$ cat config.mk
export PLATFORM = sky130hd
export DESIGN_NAME = ram_arbiter
export DESIGN_NICKNAME = d
export VERILOG_FILES = /design/src/rtl/ram_arb_pkg.sv /design/src/rtl/ram_arb_prio.sv /design/src/rtl/ram_arbiter.sv
export SDC_FILE = /design/constraint.sdc
export NUM_CORES = 1
export LEC_CHECK = 0
export CORE_MARGIN = 10
export CORE_UTILIZATION = 41
export DETAILED_ROUTE_END_ITERATION = 16
export GPL_TIMING_DRIVEN = 0
export PLACE_DENSITY = 0.81
export REMOVE_ABC_BUFFERS = 1
export SLEW_MARGIN = 5
export SYNTH_ARGS = -nofsm -noshare
export SYNTH_HDL_FRONTEND = slang
export SYNTH_SLANG_ARGS = --single-unit
export TNS_END_PERCENT = 10
$ cat constraint.sdc
create_clock -name clock -period 1.74 [get_ports clock]
set_input_delay 0.348 -clock clock [delete_from_list [all_inputs] [get_ports clock]]
set_output_delay 0.348 -clock clock [all_outputs]
set_load 0.005 [all_outputs]
$ cat src/rtl/ram_arb_pkg.sv
// Shared types for the unified-RAM arbiter: FSM state and owner encodings,
// plus the default starvation limit used by ram_arbiter.
package ram_arb_pkg;

    typedef enum logic [1:0] {
        IDLE   = 2'd0,
        ACCESS = 2'd1,
        RESP   = 2'd2
    } state_e;

    typedef enum logic {
        OWN_FETCH = 1'b0,
        OWN_MEM   = 1'b1
    } owner_e;

    localparam int STARVE_LIMIT_DEFAULT = 4;

endpackage

$ cat src/rtl/ram_arb_prio.sv
// Owner choice for the next RAM access: MEM wins a collision because it holds
// the older instruction, unless the starvation flag forces a FETCH turn.
module ram_arb_prio
    import ram_arb_pkg::*;
(
    input  logic   fetchReq_i,
    input  logic   memReq_i,
    input  logic   starve_i,
    output logic   anyReq_o,
    output owner_e owner_o
);

    always_comb begin
        anyReq_o = fetchReq_i | memReq_i;
        owner_o  = OWN_FETCH;
        if (memReq_i && !(starve_i && fetchReq_i)) begin
            owner_o = OWN_MEM;
        end
    end

endmodule

$ cat src/rtl/ram_arbiter.sv
// Arbitrates one single-ported RAM between FETCH reads and MEM loads/stores.
// Define RAM_ARB_STARVE_GUARD_EN to force a FETCH turn after STARVE_LIMIT MEM grants.
module ram_arbiter
    import ram_arb_pkg::*;
#(
    parameter int DATA_W       = 32,
    parameter int ADDR_W       = 32,
    parameter int STARVE_LIMIT = STARVE_LIMIT_DEFAULT
) (
    input  logic              clock,
    input  logic              reset,
    input  logic              fetch_req,
    input  logic [ADDR_W-1:0] fetch_addr,
    output logic              fetch_ack,
    output logic [DATA_W-1:0] fetch_rdata,
    input  logic              mem_req,
    input  logic              mem_we,
    input  logic [ADDR_W-1:0] mem_addr,
    input  logic [DATA_W-1:0] mem_wdata,
    output logic              mem_ack,
    output logic [DATA_W-1:0] mem_rdata,
    output logic              ram_en,
    output logic              ram_we,
    output logic [ADDR_W-1:0] ram_addr,
    output logic [DATA_W-1:0] ram_wdata,
    input  logic [DATA_W-1:0] ram_rdata,
    input  logic              ram_ready,
    output logic              grant_mem
);

    state_e            state_q;
    owner_e            owner_q;
    logic              fetchAck_q;
    logic              memAck_q;
    logic              ramEn_q;
    logic              ramWe_q;
    logic [ADDR_W-1:0] ramAddr_q;
    logic [DATA_W-1:0] ramWdata_q;
    logic [DATA_W-1:0] fetchRdata_q;
    logic [DATA_W-1:0] memRdata_q;

    logic              starve;
    logic              anyReq;
    owner_e            nextOwner;

    if (STARVE_LIMIT < 1) begin : gBadStarveLimit
        $error("ram_arbiter: STARVE_LIMIT must be at least 1");
    end

`ifdef RAM_ARB_STARVE_GUARD_EN
    localparam int CntW = $clog2(STARVE_LIMIT + 1);

    logic [CntW-1:0] starveCnt_q;
    logic [CntW-1:0] starveCnt_d;

    assign starve = (starveCnt_q == CntW'(STARVE_LIMIT));

    // Counts back-to-back MEM wins over a waiting FETCH; any other grant restarts it.
    always_comb begin
        starveCnt_d = starveCnt_q;
        if (state_q == IDLE && anyReq) begin
            if (nextOwner == OWN_MEM && fetch_req) begin
                starveCnt_d = starveCnt_q + CntW'(1);
            end else begin
                starveCnt_d = '0;
            end
        end
    end

    always_ff @(posedge clock) begin
        if (reset) begin
            starveCnt_q <= '0;
        end else begin
            starveCnt_q <= starveCnt_d;
        end
    end
`else
    assign starve = 1'b0;
`endif

    ram_arb_prio uPrio (
        .fetchReq_i (fetch_req),
        .memReq_i   (mem_req),
        .starve_i   (starve),
        .anyReq_o   (anyReq),
        .owner_o    (nextOwner)
    );

    // Acks are raised on the ACCESS->RESP edge so they are high only while in RESP.
    always_ff @(posedge clock) begin
        if (reset) begin
            state_q      <= IDLE;
            owner_q      <= OWN_FETCH;
            fetchAck_q   <= 1'b0;
            memAck_q     <= 1'b0;
            ramEn_q      <= 1'b0;
            ramWe_q      <= 1'b0;
            ramAddr_q    <= '0;
            ramWdata_q   <= '0;
            fetchRdata_q <= '0;
            memRdata_q   <= '0;
        end else begin
            fetchAck_q <= 1'b0;
            memAck_q   <= 1'b0;
            case (state_q)
                IDLE: begin
                    if (anyReq) begin
                        owner_q <= nextOwner;
                        ramEn_q <= 1'b1;
                        if (nextOwner == OWN_MEM) begin
                            ramWe_q    <= mem_we;
                            ramAddr_q  <= mem_addr;
                            ramWdata_q <= mem_wdata;
                        end else begin
                            ramWe_q    <= 1'b0;
                            ramAddr_q  <= fetch_addr;
                            ramWdata_q <= '0;
                        end
                        state_q <= ACCESS;
                    end
                end
                ACCESS: begin
                    if (ram_ready) begin
                        ramEn_q <= 1'b0;
                        ramWe_q <= 1'b0;
                        if (owner_q == OWN_MEM) begin
                            memAck_q <= 1'b1;
                            if (!ramWe_q) begin
                                memRdata_q <= ram_rdata;
                            end
                        end else begin
                            fetchAck_q   <= 1'b1;
                            fetchRdata_q <= ram_rdata;
                        end
                        state_q <= RESP;
                    end
                end
                RESP: begin
                    state_q <= IDLE;
                end
                default: begin
                    state_q <= IDLE;
                end
            endcase
        end
    end

    assign fetch_ack   = fetchAck_q;
    assign fetch_rdata = fetchRdata_q;
    assign mem_ack     = memAck_q;
    assign mem_rdata   = memRdata_q;
    assign ram_en      = ramEn_q;
    assign ram_we      = ramWe_q;
    assign ram_addr    = ramAddr_q;
    assign ram_wdata   = ramWdata_q;
    assign grant_mem   = (owner_q == OWN_MEM);

endmodule

* Yosys cells after proc, flatten, opt, wreduce, memory -nomap -nowiden
Index checks and enable logic that the tools add are counted.
Word-level totals: memories 0, ROM bits 0, latch bits 0, logic and storage cells 40, register bits after elaboration 135, input bits 134, bits in writable memories 0
Cells by class: order comparisons 0, divide/modulo/power cells 0, reduce and logical (&&, ||, !) cells 8, muxes and demuxes 14, add/subtract/negate cells 0, $mul 0, shift operators 0, equal/unequal tests 3, bitwise gates (word level) 5
Operator list (count):
- $mux 32 | 2
- $mux 1 | 7
- $reduce_and 3->1 | 2
- $mux 2 | 2
- $ne 2x2->1 const B | 2
- $not 1->1 | 4
- $pmux 1 s2 | 2
- $pmux 2 s2 | 1
- $reduce_and 2->1 | 2
- $reduce_and 4->1 | 1
- $reduce_or 3->1 | 1
- $eq 2x1->1 const B | 1
- $logic_not 2->1 | 1
- $reduce_bool 2->1 | 1
- $or 1x1->1 | 1

* Longest topological paths before layout
depth after elaboration 4, depth in mapped cells 6, depth with buffers taken out 3

* Modules after synthesis
From an unflattened synthesis, not the netlist that was laid out.
Second synthesis, totals: cells, all modules 600, area total of the unflattened synthesis 5669.2 µm²
Modules (own cells, without submodules):
- ram_arbiter | area an instance 5655.4 µm², times used 1, cells an instance 598
- ram_arb_prio | area an instance 13.8 µm², times used 1, cells an instance 2

* Worst setup path before layout
No wires, ideal clock.
kind register -> register, start point reg state_q[0], end point reg ramAddr_q[10] (netlist: ram_addr[10]), path slack 0.292 ns, setup time 0.134 ns, data required time 1.606 ns, buffers on the path 3, data arrival time 1.314 ns, cell stages (with the launch flop) 7, cell sequence dfxtp_1 buf_2 or2_2 clkbuf_1 nor2_1 buf_2 a211oi_1
Between the ends: longest elaborated chain between the ends 2
Ends and longest elaborated chain:
- from (decl) | RTL line ram_arbiter.sv:31 | state_e state_q;
- from (signal assigned) | RTL line ram_arbiter.sv:92 | state_q <= IDLE;
- from (signal assigned) | RTL line ram_arbiter.sv:119 | state_q <= ACCESS;
- from (signal assigned) | RTL line ram_arbiter.sv:135 | state_q <= RESP;
- $logic_not 2->1 | RTL line ram_arbiter.sv:105 | case (state_q)
- $reduce_and 2->1 (no source line)
- to (signal assigned) | RTL line ram_arbiter.sv:112 | ramAddr_q <= mem_addr;
- to (signal assigned) | RTL line ram_arbiter.sv:116 | ramAddr_q <= fetch_addr;
- to (decl) | RTL line ram_arbiter.sv:37 | logic [ADDR_W-1:0] ramAddr_q;
No other way between the ends. A chain may end at the register's enable or synchronous reset.

* Worst setup path in the final report
start point in ram_ready, end point reg memRdata_q[2] (netlist: mem_rdata[2])
Between the ends: longest elaborated chain between the ends 1
Ends and longest elaborated chain:
- from (decl) | RTL line ram_arbiter.sv:27 | input logic ram_ready,
- $reduce_and 4->1 (no source line)
- to (signal assigned) | RTL line ram_arbiter.sv:129 | memRdata_q <= ram_rdata;
- to (decl) | RTL line ram_arbiter.sv:40 | logic [DATA_W-1:0] memRdata_q;
No other way between the ends.

==> summary.md <==
| Metric | Value |
|---|---|
| Worst slack, placed | `-0.532 ns` |
| Nets@finish | `976` |
| Largest net degree at the start of global routing | `96` |
| Cell Chain, Critical Path | `clkdlybuf4s50_1 -> nand3b_4 -> or3b_4 -> buf_12 -> mux2i_1` |
| Worst hold slack | `0.425 ns` |
| Post-synthesis register bit count | `135` |
| Internal power | `6.59 mW` |
| Total Power | `8.63 mW` |
| Worst Skew | `0.00758 ns` |
| Post-synth top cells | `dfxtp_1, a21oi_1, nand2_1` |
| WS Path Type | `input pin to flop` |
| Hpwl dp | `13,900 µm` |
| Iteration-0 DRC Markers | `191` |
| Wire length on met2 | `8780 µm` |
| Comb power frac | `0.164` |
| Register area share after synthesis | `0.496` |
| GRT Total Usage | `0.196` |
| Peak supply drop | `570 µV` |
| Worst-path maximum fanout | `24` |
| Min-delay src | `mem_req` |
| Congestion Overflow GR | `0` |
| Reg2reg setup slack | `0.10 ns` |
| Post-Synth Adder-Cell Area | `0` |
| Clk Tree Root Cell | `clkbuf_16` |
| Part of the power in registers | `0.394` |
| Core Util, Final | `0.681` |
| Routed length on met1 | `7330 µm` |
| Top_reg_cell synth | `dfxtp_1` |
| Port Buffers | `266` |
| Slowest Stage Delay on Critical Path | `0.64 ns` |
| Sw Ratio | `0.237` |
| Mapped Area | `5440 µm²` |
| Clk pwr share | `0.443` |
| Setup TNS | `0 ns` |
| GP Congestion | `0.780` |
| Post-placement cell area | `8260 µm²` |
| Post-route ant nets | `0` |
| Reg-to-Reg Start | `state_q[1]` |
| RSZ-0062 raised after global routing | `true` |
| Post-synth EDFFs | `0` |
| Critical Path AT | `between 2 and 2.5 ns` |
| Die ar. | `roughly 18,000 µm²` |
| Die H | `135 µm` |
| Syn Inst Count | `601` |
| Largest area contributor in the synthesized netlist | `dfxtp_1` |
| Final WS setup | `around 0.028 ns` |
| Hold depth | `3` |
| Die Span X | `~140 µm` |
| First-pass DRT Iterations | `4` |
| Synth warnings | `0` |
| Synth Area in XOR/XNOR | `0` |
| Post-Place Cells | `997` |
| Final setup viols | `0` |
| WHS Endpoint | `grant_mem` |
| Core footprint | `13,100 µm²` |
| FP Rows | `42` |
| Netlist cell types | `24` |
| Fraction of registers with async set/reset | `0` |
| Mux contribution to synthesized area | `0.118` |
| CP startpoint kind | `input pin` |
| Final Cycle Share | `0.984` |
| Initial Util | `0.414` |
| Final instance area | `8950 µm²` |
| P per Cell Area | `a little under 1000 nW/µm²` |
| Via/cell ratio | `5.10` |
| Max_slew headroom | `0.519` |
| Most numerous cell in the Yosys netlist | `dfxtp_1` |
| Clock buffer count from CTS | `17` |
| Sink Count | `135` |
| CTS tree | `done` |
| Complex-gate fraction of the synthesized area | `0.168` |
| Clock Latency Late Sink | `0.42 ns` |
| Max-slew violations | `0` |
| Top layer in use | `met5` |
| Worst-margin pin slew | `0.720 ns` |
| CP endpoint kind | `flop` |
| Hold Crit Class | `input pin to flop` |
| Minimum clock period | `1.71 ns` |
| Largest family of logic cells by synthesized area | `compound AO/OA/AOI/OAI gates` |
| Post-synthesis simple-gate area fraction | `0.165` |
| Clock transition at path regs | `0.06 ns` |
| Final cell count without fillers | `1,031` |
| Worst path required time | `2.08 ns` |
| Mapped Avg Cell Area | `9.06 µm²` |
| H-tree levels | `4` |
| Final Hold Viols | `0` |
| Ports | `267` |
| Via count | `5,259` |
| Maxcap violations | `0` |
| CTS max path bufs | `2` |
| Status | `finished clean` |
| R2R cell count | `4` |
| Antenna Cells | `0` |
| P_leak | `3.51 nW` |
| Area grow syn2layout | `64.3%` |
| WL/cell | `18.1 µm` |
| Initial antenna violation count | `1` |
| Wire length on met3 | `roughly 1900 µm` |
| Slowest-stage cell, CP | `clkdlybuf4s50_1` |
| Layout cell share with drive strength beyond 1 | `0.0690` |
| Synth top area share | `0.496` |
| Sw power | `2.05 mW` |
| FMAX | `584 MHz` |
| First-pass GRT wire length | `28,600 µm` |
| Residual DRC | `0` |
| Critical R2R Capture | `ram_wdata[2]` |
| Synth top area cells | `dfxtp_1, mux2i_1, a21oi_1` |
| Vias in the first global route | `5,481` |
| Routed WL | `18,700 µm` |
-- registers in the layout (all words and copies together) (netlist names) --
register / cells
ram_we: 1
grant_mem: 1
mem_rdata: 32
ram_addr: 32
fetch_rdata: 32
mem_ack: 1
ram_en: 1
fetch_ack: 1
state_q: 2
ram_wdata: 32
-- layout by cell type, fill, tap and decap left out, types with 4 or more instances in the layout --
master           count
bufinv_16            4
buf_16               4
clkdlybuf4s50_1    262
a21oi_1            100
mux2i_1             64
clkbuf_16           17
nand2b_1            64
clkinv_2             4
nand2_1            100
dfxtp_1            132
a211oi_1            32
buf_8                4
o21ai_0             33
-- routing by layer --
metal,up-vias,track usage
li1,2538,-
met1,2440,0.213
met2,228,0.315
met3,51,0.0909
met4,2,0.103
met5,-,0
-- power groups by stage --
stage / sequential (mW) / combinational, mW / clock, mW
floorplan: 3.45 / 0.422 / 0
global placement: 3.44 / 1.33 / 0
detailed placement: 3.45 / 1.41 / 0
CTS: 3.39 / 1.42 / 3.88
global route: 3.42 / 1.54 / 4.02
finish: 3.40 / 1.41 / 3.82
-- how the worst max path moves through the flow --
stage               startpoint              end  depth (start not counted)
floorplan           state_q[0]   fetch_rdata[0]                          3
global placement     ram_ready  fetch_rdata[16]                          4
detailed placement   ram_ready    mem_rdata[16]                          5
CTS                 state_q[0]   fetch_rdata[6]                          5
global route        state_q[1]     ram_wdata[2]                          4
finish               ram_ready     mem_rdata[2]                          5
-- critical path: cells and delay by family --
kind,cells,cell delay [ns]
buffers and inverters,2,0.86
multiplexers,1,0.19
AND/OR/NAND/NOR,2,0.62
-- cell families after synthesis --
group	count (synthesis)
simple gates	180
compound gates	166
flops	135
mux	64
buf+inv	56
-- cell type report --
class	count	area, µm²
fill	999	4190
clock buffer	20	457
tap	176	220
sequential	135	2710
timing repair buffer	277	2870
clock inverter	12	174
multi-input combinational	411	2520
-- repair_timing --
| action | 4_1_cts | 5_1_grt |
|---|---|---|
| hold buffers | 0 | 0 |
| buffers inserted | 0 | 1 |
| cloned | 0 | 1 |
| hold endpoints to repair | 0 | 0 |
| endpoints found under the setup margin | 73 | 60 |
| resized for setup | 6 | 7 |
| pin swaps | 0 | 2 |
No activity file was read; power rests on OpenSTA's default activity.
